==> src/rtl/tart_reset_sequencer.sv <==
// Fast-domain reset sequencer: qualifies DCM lock, holds, then releases reset.
// Optional DCM watchdog kick enabled by defining TART_RESET_WATCHDOG_EN.
module tart_reset_sequencer #(
  parameter int SYNC_STAGES    = 2,
  parameter int LOCK_CYCLES    = 1024,
  parameter int HOLD_CYCLES    = 16,
  parameter int LOSS_W         = 8,
  parameter int WDOG_CYCLES    = 65536,
  parameter int DCM_RST_CYCLES = 8
) (
  input  logic              clk,
  input  logic              rst,
  input  logic              locked_i,
  input  logic              clear_i,
  output logic              reset_o,
  output logic              ready_o,
  output logic              lock_lost_o,
  output logic [LOSS_W-1:0] loss_count_o,
  output logic              dcm_rst_o
);

  typedef enum logic [1:0] {
    S_WAIT,
    S_STABLE,
    S_HOLD,
    S_RUN
  } state_t;

  localparam int CNT_MAX = (LOCK_CYCLES > HOLD_CYCLES) ?
                           LOCK_CYCLES : HOLD_CYCLES;
  localparam int CNT_W   = $clog2(CNT_MAX);

  localparam logic [CNT_W-1:0] LOCK_LAST = CNT_W'(LOCK_CYCLES - 1);
  localparam logic [CNT_W-1:0] HOLD_LAST = CNT_W'(HOLD_CYCLES - 1);

  // Elaboration-time guard on the minimum legal configuration
  if (SYNC_STAGES < 2 || LOCK_CYCLES < 2 || HOLD_CYCLES < 1 ||
      LOSS_W < 1 || WDOG_CYCLES < 2 || DCM_RST_CYCLES < 1)
  begin : g_bad_param
    $error("tart_reset_sequencer: parameter below minimum");
  end

  logic [SYNC_STAGES-1:0] r_sync;
  logic                   w_lock_s;

  state_t             r_state;
  state_t             w_state_nxt;
  logic [CNT_W-1:0]   r_cnt;
  logic [CNT_W-1:0]   w_cnt_nxt;
  logic               w_loss;

  logic               r_reset;
  logic               r_ready;
  logic               r_lost;
  logic [LOSS_W-1:0]  r_lcnt;
  logic               w_reset_nxt;
  logic               w_ready_nxt;
  logic               w_lost_nxt;
  logic [LOSS_W-1:0]  w_lcnt_nxt;

  logic               w_kick;
  logic               w_dcm_busy;

  assign w_lock_s = r_sync[SYNC_STAGES-1];

  // Bring the asynchronous lock indication into the clk domain
  always_ff @(posedge clk) begin
    if (rst) begin
      r_sync <= '0;
    end else begin
      r_sync <= {r_sync[SYNC_STAGES-2:0], locked_i};
    end
  end

`ifdef TART_RESET_WATCHDOG_EN
  localparam int WD_W = $clog2(WDOG_CYCLES);
  localparam int DP_W = (DCM_RST_CYCLES > 1) ?
                        $clog2(DCM_RST_CYCLES) : 1;

  localparam logic [WD_W-1:0] WD_LAST = WD_W'(WDOG_CYCLES - 1);
  localparam logic [DP_W-1:0] DP_LAST = DP_W'(DCM_RST_CYCLES - 1);

  logic [WD_W-1:0] r_wd;
  logic [DP_W-1:0] r_dp_cnt;
  logic            r_dcm;
  logic            w_pre_hold;

  assign w_pre_hold = (r_state == S_WAIT) || (r_state == S_STABLE);
  // The wd counter is frozen during the pulse so kicks repeat every
  // WDOG_CYCLES + DCM_RST_CYCLES cycles while lock never arrives.
  assign w_kick     = w_pre_hold && !r_dcm && (r_wd == WD_LAST);
  assign w_dcm_busy = r_dcm;
  assign dcm_rst_o  = r_dcm;

  // Watchdog on lock acquisition and the DCM reset pulse it produces
  always_ff @(posedge clk) begin
    if (rst) begin
      r_wd     <= '0;
      r_dp_cnt <= '0;
      r_dcm    <= 1'b0;
    end else if (w_kick) begin
      r_wd     <= '0;
      r_dp_cnt <= '0;
      r_dcm    <= 1'b1;
    end else if (r_dcm) begin
      if (r_dp_cnt == DP_LAST) begin
        r_dcm <= 1'b0;
      end else begin
        r_dp_cnt <= r_dp_cnt + DP_W'(1);
      end
    end else if (w_pre_hold) begin
      if (w_state_nxt == S_HOLD) begin
        r_wd <= '0;
      end else begin
        r_wd <= r_wd + WD_W'(1);
      end
    end
  end
`else
  assign w_kick     = 1'b0;
  assign w_dcm_busy = 1'b0;
  assign dcm_rst_o  = 1'b0;
`endif

  // State register plus the registered outputs derived from next state
  always_ff @(posedge clk) begin
    if (rst) begin
      r_state <= S_WAIT;
      r_cnt   <= '0;
      r_reset <= 1'b1;
      r_ready <= 1'b0;
      r_lost  <= 1'b0;
      r_lcnt  <= '0;
    end else begin
      r_state <= w_state_nxt;
      r_cnt   <= w_cnt_nxt;
      r_reset <= w_reset_nxt;
      r_ready <= w_ready_nxt;
      r_lost  <= w_lost_nxt;
      r_lcnt  <= w_lcnt_nxt;
    end
  end

  // Next-state: qualify lock, hold, run, and detect loss in RUN
  always_comb begin
    w_state_nxt = r_state;
    w_cnt_nxt   = r_cnt;
    w_loss      = 1'b0;
    if (w_kick) begin
      w_state_nxt = S_WAIT;
      w_cnt_nxt   = '0;
    end else begin
      unique case (r_state)
        S_WAIT: begin
          w_cnt_nxt = '0;
          if (w_lock_s && !w_dcm_busy) begin
            w_state_nxt = S_STABLE;
          end
        end
        S_STABLE: begin
          if (!w_lock_s) begin
            w_state_nxt = S_WAIT;
            w_cnt_nxt   = '0;
          end else if (r_cnt == LOCK_LAST) begin
            w_state_nxt = S_HOLD;
            w_cnt_nxt   = '0;
          end else begin
            w_cnt_nxt = r_cnt + CNT_W'(1);
          end
        end
        S_HOLD: begin
          if (!w_lock_s) begin
            w_state_nxt = S_WAIT;
            w_cnt_nxt   = '0;
          end else if (r_cnt == HOLD_LAST) begin
            w_state_nxt = S_RUN;
            w_cnt_nxt   = '0;
          end else begin
            w_cnt_nxt = r_cnt + CNT_W'(1);
          end
        end
        S_RUN: begin
          if (!w_lock_s) begin
            w_state_nxt = S_WAIT;
            w_cnt_nxt   = '0;
            w_loss      = 1'b1;
          end
        end
        default: begin
          w_state_nxt = S_WAIT;
          w_cnt_nxt   = '0;
        end
      endcase
    end
  end

  // Outputs: reset/ready from next state, sticky loss flag and counter
  always_comb begin
    w_reset_nxt = (w_state_nxt != S_RUN);
    w_ready_nxt = (w_state_nxt == S_RUN);
    w_lost_nxt  = r_lost;
    w_lcnt_nxt  = r_lcnt;
    if (w_loss) begin
      w_lost_nxt = 1'b1;
      if (clear_i) begin
        w_lcnt_nxt = LOSS_W'(1);
      end else if (r_lcnt != {LOSS_W{1'b1}}) begin
        w_lcnt_nxt = r_lcnt + LOSS_W'(1);
      end
    end else if (clear_i) begin
      w_lost_nxt = 1'b0;
      w_lcnt_nxt = '0;
    end
  end

  assign reset_o      = r_reset;
  assign ready_o      = r_ready;
  assign lock_lost_o  = r_lost;
  assign loss_count_o = r_lcnt;

endmodule

==> config.mk <==
export PLATFORM = sky130hd
export DESIGN_NAME = tart_reset_sequencer
export DESIGN_NICKNAME = d
export VERILOG_FILES = /design/src/rtl/tart_reset_sequencer.sv
export SDC_FILE = /design/constraint.sdc
export NUM_CORES = 1
export LEC_CHECK = 0
export ABC_AREA = 1
export BUFFER_PORTS_ARGS = -buffer_cell sky130_fd_sc_hd__buf_2
export CAP_MARGIN = 15
export CORE_ASPECT_RATIO = 0.7
export CORE_MARGIN = 10
export CORE_UTILIZATION = 50
export DETAILED_ROUTE_END_ITERATION = 8
export GPL_ROUTABILITY_DRIVEN = 1
export PLACE_DENSITY = 0.76
export REMOVE_ABC_BUFFERS = 1
export SYNTH_ARGS = -nofsm -noshare
export SYNTH_HDL_FRONTEND = slang
export SYNTH_SLANG_ARGS = --single-unit
==> constraint.sdc <==
create_clock -name clk -period 2.8 [get_ports clk]
set_clock_uncertainty 0.15 [all_clocks]
set_input_delay 0.28 -clock clk [delete_from_list [all_inputs] [get_ports clk]]
set_output_delay 0.28 -clock clk [all_outputs]
set_load 0.1 [all_outputs]
# Yosys cells after proc, flatten, opt, wreduce, memory -nomap -nowiden
# Index checks and enable logic that the tools add are counted.
word_totals:
  in_bits: 4
  word_cells: 43
  ff_bits: 25
op_classes:
  n_eq_ne: 9
  add_sub_neg: 2
  n_mux: 21
  reduce_logical: 4
ops:
  columns: ["cell", "count"]
  rows:
  - ["10-bit two-way mux", 5]
  - ["10-bit one-hot mux with 4 select lines", 1]
  - ["8-bit two-way mux", 4]
  - ["2-bit two-way mux", 6]
  - ["10-bit by 1-bit adder with 10-bit output (second input constant)", 1]
  - ["10-bit equality test (second input constant)", 1]
  - ["10-bit by 4-bit equality test with 1-bit output (second input constant)", 1]
  - ["8-bit by 1-bit adder with 8-bit output (second input constant)", 1]
  - ["8-bit != test (second input constant)", 1]
  - ["2-bit one-hot mux with 4 select lines", 1]
  - ["2-bit equality test (second input constant)", 3]
  - ["1-bit two-way mux", 4]
  - ["2-bit != test (second input constant)", 2]
  - ["2-bit nonzero test", 2]
  - ["2-bit by 1-bit equality test with 1-bit output (second input constant)", 1]
  - ["2-bit zero test", 1]
  - ["2-bit AND reduction", 1]

# Longest topological paths before layout
depth:
  word_depth: 5
  depth_mapped: 12

# Least setup slack after synthesis
# Ideal clock, no wire load.
synth_path:
  kind: "register to register"
  startpoint: "register r_lcnt[0] (netlist: loss_count_o[0])"
  endpoint: "register r_lcnt[1] (netlist: loss_count_o[1])"
  arrival_time_ps: 2064
  required_ps: 2579
  slack_ps: 515
  stages_incl_launch_ff: 8
  cell_sequence: "dfxtp_1 ha_1 nand3_1 o21ai_2 nand2_2 inv_1 nand2_1 a21oi_1"
synth_between:
  elab_chain_len: 4
  elab_cells_between_ends: 7
synth_lines:
  columns: ["item", "line", "source"]
  rows:
  - ["start, declared", "55", "logic [LOSS_W-1:0] r_lcnt;"]
  - ["start signal, assigned", "140", "r_lcnt <= w_lcnt_nxt;"]
  - ["8-bit by 1-bit adder with 8-bit output", "208", "w_lcnt_nxt = r_lcnt + LOSS_W'(1);"]
  - ["8-bit two-way mux", "207", "end else if (r_lcnt != {LOSS_W{1'b1}}) begin"]
  - ["8-bit two-way mux", "205", "if (clear_i) begin"]
  - ["8-bit two-way mux", "203", "if (w_loss) begin"]
# Parallel ways exist; a longest one is shown, timed or not. The select of a mux whose other input is x is not followed.
# A chain may end at the register's enable or synchronous reset.

# Worst setup path after layout
layout_path:
  startpoint: "register r_state[1]"
  endpoint: "register r_cnt[2]"
layout_between:
  elab_chain_len: 2
  elab_cells_between_ends: 6
layout_lines:
  columns: ["item", "line", "source"]
  rows:
  - ["start, declared", "46", "state_t r_state;"]
  - ["start signal, assigned", "135", "r_state <= w_state_nxt;"]
  - ["2-bit equality test, or another cell as far along", "153", "unique case (r_state)"]
  - ["10-bit one-hot mux with 4 select lines or 2-bit != test (tied branches)", null, null]
  - ["end signal, assigned", "136", "r_cnt <= w_cnt_nxt;"]
  - ["end, declared", "48", "logic [CNT_W-1:0] r_cnt;"]
# Parallel ways exist; a longest one is shown, timed or not.

==> key figures <==
Hold path
  • Min-delay worst type: in -> reg

Critical path
  • Worst path cell trace: inv_1, ha_1, nand2_1, nor2_1, nand4_1, a21oi_1
  • Critical path startpoint category: flop
  • Crit. End Element: flop
  • Type of the worst setup path: reg -> reg
  • Data required, critical path: 2860 ps
  • CP max stage delay: 380 ps
  • Worst Path Arrival: 1740 ps
  • Slowest CP cell: dfxtp_1
  • Delay-heaviest family, CP: simple AND/OR/NAND/NOR gates
  • Crit path buffers/inverters: 1
  • Crit Path Max Fanout: 6

Logic synthesis
  • YS warnings: 0
  • Yosys top cell area share: 35.4%
  • Syn Std Cell Area: 0.00141 sq mm
  • Cells taking the most area after synthesis: dfxtp_1, nand2_1, inv_1
  • Post-synth EDFFs: 0
  • Ys async rst share: 0%
  • Yosys reg bits: 25
  • Top_reg_cell synth: dfxtp_1
  • Largest area contributor in the netlist: dfxtp_1
  • Synth cell types: 26
  • Avg Cell Area, Syn: 6.73 sq um
  • Sequential area share after synthesis: 35.4%
  • Post-Syn Instances: 210

Finish
  • Commonest non-fill, non-tap cell in the layout: nand2_1
  • Share of layout cells above drive strength 1: 13.8%
  • Nets@finish: 236
  • Fill cells: 266
  • Most frequent cells in the layout: nand2_1, inv_1, dfxtp_1
  • Final non-filler cell total: 261
  • P&R area growth vs syn: 9.73%
  • Final core utilization: 56.6%
  • N_diodes: 0

STA
  • Final Slew Violations: 0
  • Fmax: 0.594 GHz
  • Final period util: 60.2%
  • RSZ-0062 raised after global routing: false
  • # setup viols final: 0
  • Setup TNS: 0 ps
  • Final Critical Period: 1680 ps
  • Endpoints failing hold: 0

Route
  • Via Count: 1302
  • Post-DR vias/cell: 4.99
  • DR DRC count: 0
  • 1st-iter DRT viols: 127
  • Antenna-violating nets left: 0
  • Routed wire per std cell: 11.1 um
  • Detailed-router iteration count before antenna repair: 4
  • Final WL: 2.90 mm

Clock tree
  • Clock slew at the register clock pins of the worst setup and hold paths: 90 ps
  • Resized Gates After CTS: 0
  • # Post-CTS Setup Buffers: 0
  • H-tree Lvls: 1
  • CTS tree: yes
  • Root buffer cell: clkbuf_8
  • Clock latency on the worst-skew pair: 270 ps
  • Total CTS buffers: 3
  • Clock sinks: 25
  • CTS Buffer Depth: 2
  • CTS Hold Bufs: 0

GRT
  • Initial antenna violation count: 0
  • Met1 usage: 15.5%
  • Vias in the first global route: 1082
  • Gr busiest metal: met1
  • GR Layer Usage met2: 14.0%
  • Global Route met3 Usage: 4.74%
  • First-pass GRT wire length: 5.00 mm
  • Largest net degree at the start of global routing: 15
  • Gr usage total: 10.8%
  • Total global routing overflow: 0

Flow run
  • # Max-Cap Violations: 0

Place
  • Post-DP HPWL: 2.23 mm
  • Port buffer count: 14
  • Global placer's final weighted congestion: 0.846
  • Placed cells: 257

Floorplan
  • Die width: 83.6 um
  • Die Y: 64.5 um
  • I/O pin count: 16
  • Initial Utilization: 51.6%
  • Core area: 0.00274 sq mm
  • Die area: 0.00539 sq mm
  • # rows: 16

Power and ir drop
  • Leak: 0.706 nW
  • Power per cell area: 438 mW/mm^2
  • Worst ir drop on vdd: 262 uV

Status
  • Status: complete, no violations
[stage by stage]
stage	worst slack [ps]	hold WS [ps]	cell area (sq um)	power [W]
floorplan	516	199	1390	0.000450
global placement	1130	247	1510	0.000470
detailed placement	1140	250	1510	0.000470
CTS	1110	58.1	1550	0.000686
global route	904	67.2	1550	0.000712
finish	1120	65.7	1550	0.000679
[path summary, 6_finish.rpt]
check	startpoint	to	slack, ps	cells after the start
hold / removal	locked_i	r_sync[0]	70	3
setup reg to reg	r_state[1]	r_cnt[2]	1120	6
setup / recovery	r_state[1]	r_cnt[2]	1120	6
hold reg to reg	r_sync[0]	r_sync[1]	260	2
[state kept, by name, summed over array words and instances (netlist names)]
signal,cells
r_state,2
ready_o,1
r_cnt,10
r_sync,2
loss_count_o,8
lock_lost_o,1
reset_o,1
[synth_stat cells, drive strengths merged (2+ instances only)]
library cell,number
a21o,2
a21oi,16
buf,2
dfxtp,25
ha,6
inv,30
nand2,58
nand3,18
nand3b,2
nand4,5
nor2,26
nor3,4
o21ai,8
o21bai,2
xor2,2
[worst min-delay path, stage by stage]
cell and delay, ps:
buf_2 100, inv_1 40, nor2_1 30
[cell type report]
class / instances / area, sq um / area share [%]
inverter: 30 / 113 / 7.26
multi-input combinational: 152 / 778 / 50.2
tap: 36 / 45.0 / 2.90
sequential: 25 / 500 / 32.3
clock buffer: 4 / 45.0 / 2.90
timing repair buffer: 14 / 70.1 / 4.52
[where the power goes]
part           total [W]  switching, W  internal [W]
registers       0.000367    0.00000476      0.000362
logic          0.0000963     0.0000699     0.0000264
clock network   0.000216      0.000114      0.000102
[logic make-up after synthesis]
kind of cell | Yosys count | synth area share, %
AND/OR/NAND/NOR | 114 | 36.8
buffers and inverters | 33 | 9.56
AO/OA/AOI/OAI | 29 | 11.4
flip-flops | 25 | 35.4
adder cells (fa/ha/maj) | 6 | 5.31
XOR/XNOR | 2 | 1.24
other | 1 | 0.265
[routing by layer]
| layer | up-vias | share of wire (%) |
|---|---|---|
| met4 | 0 | 0.93 |
| met3 | 4 | 9.5 |
| met1 | 552 | 53 |
| met5 | - | 0 |
| met2 | 47 | 36 |
| li1 | 699 | - |
No activity file was read; power rests on OpenSTA's default activity.
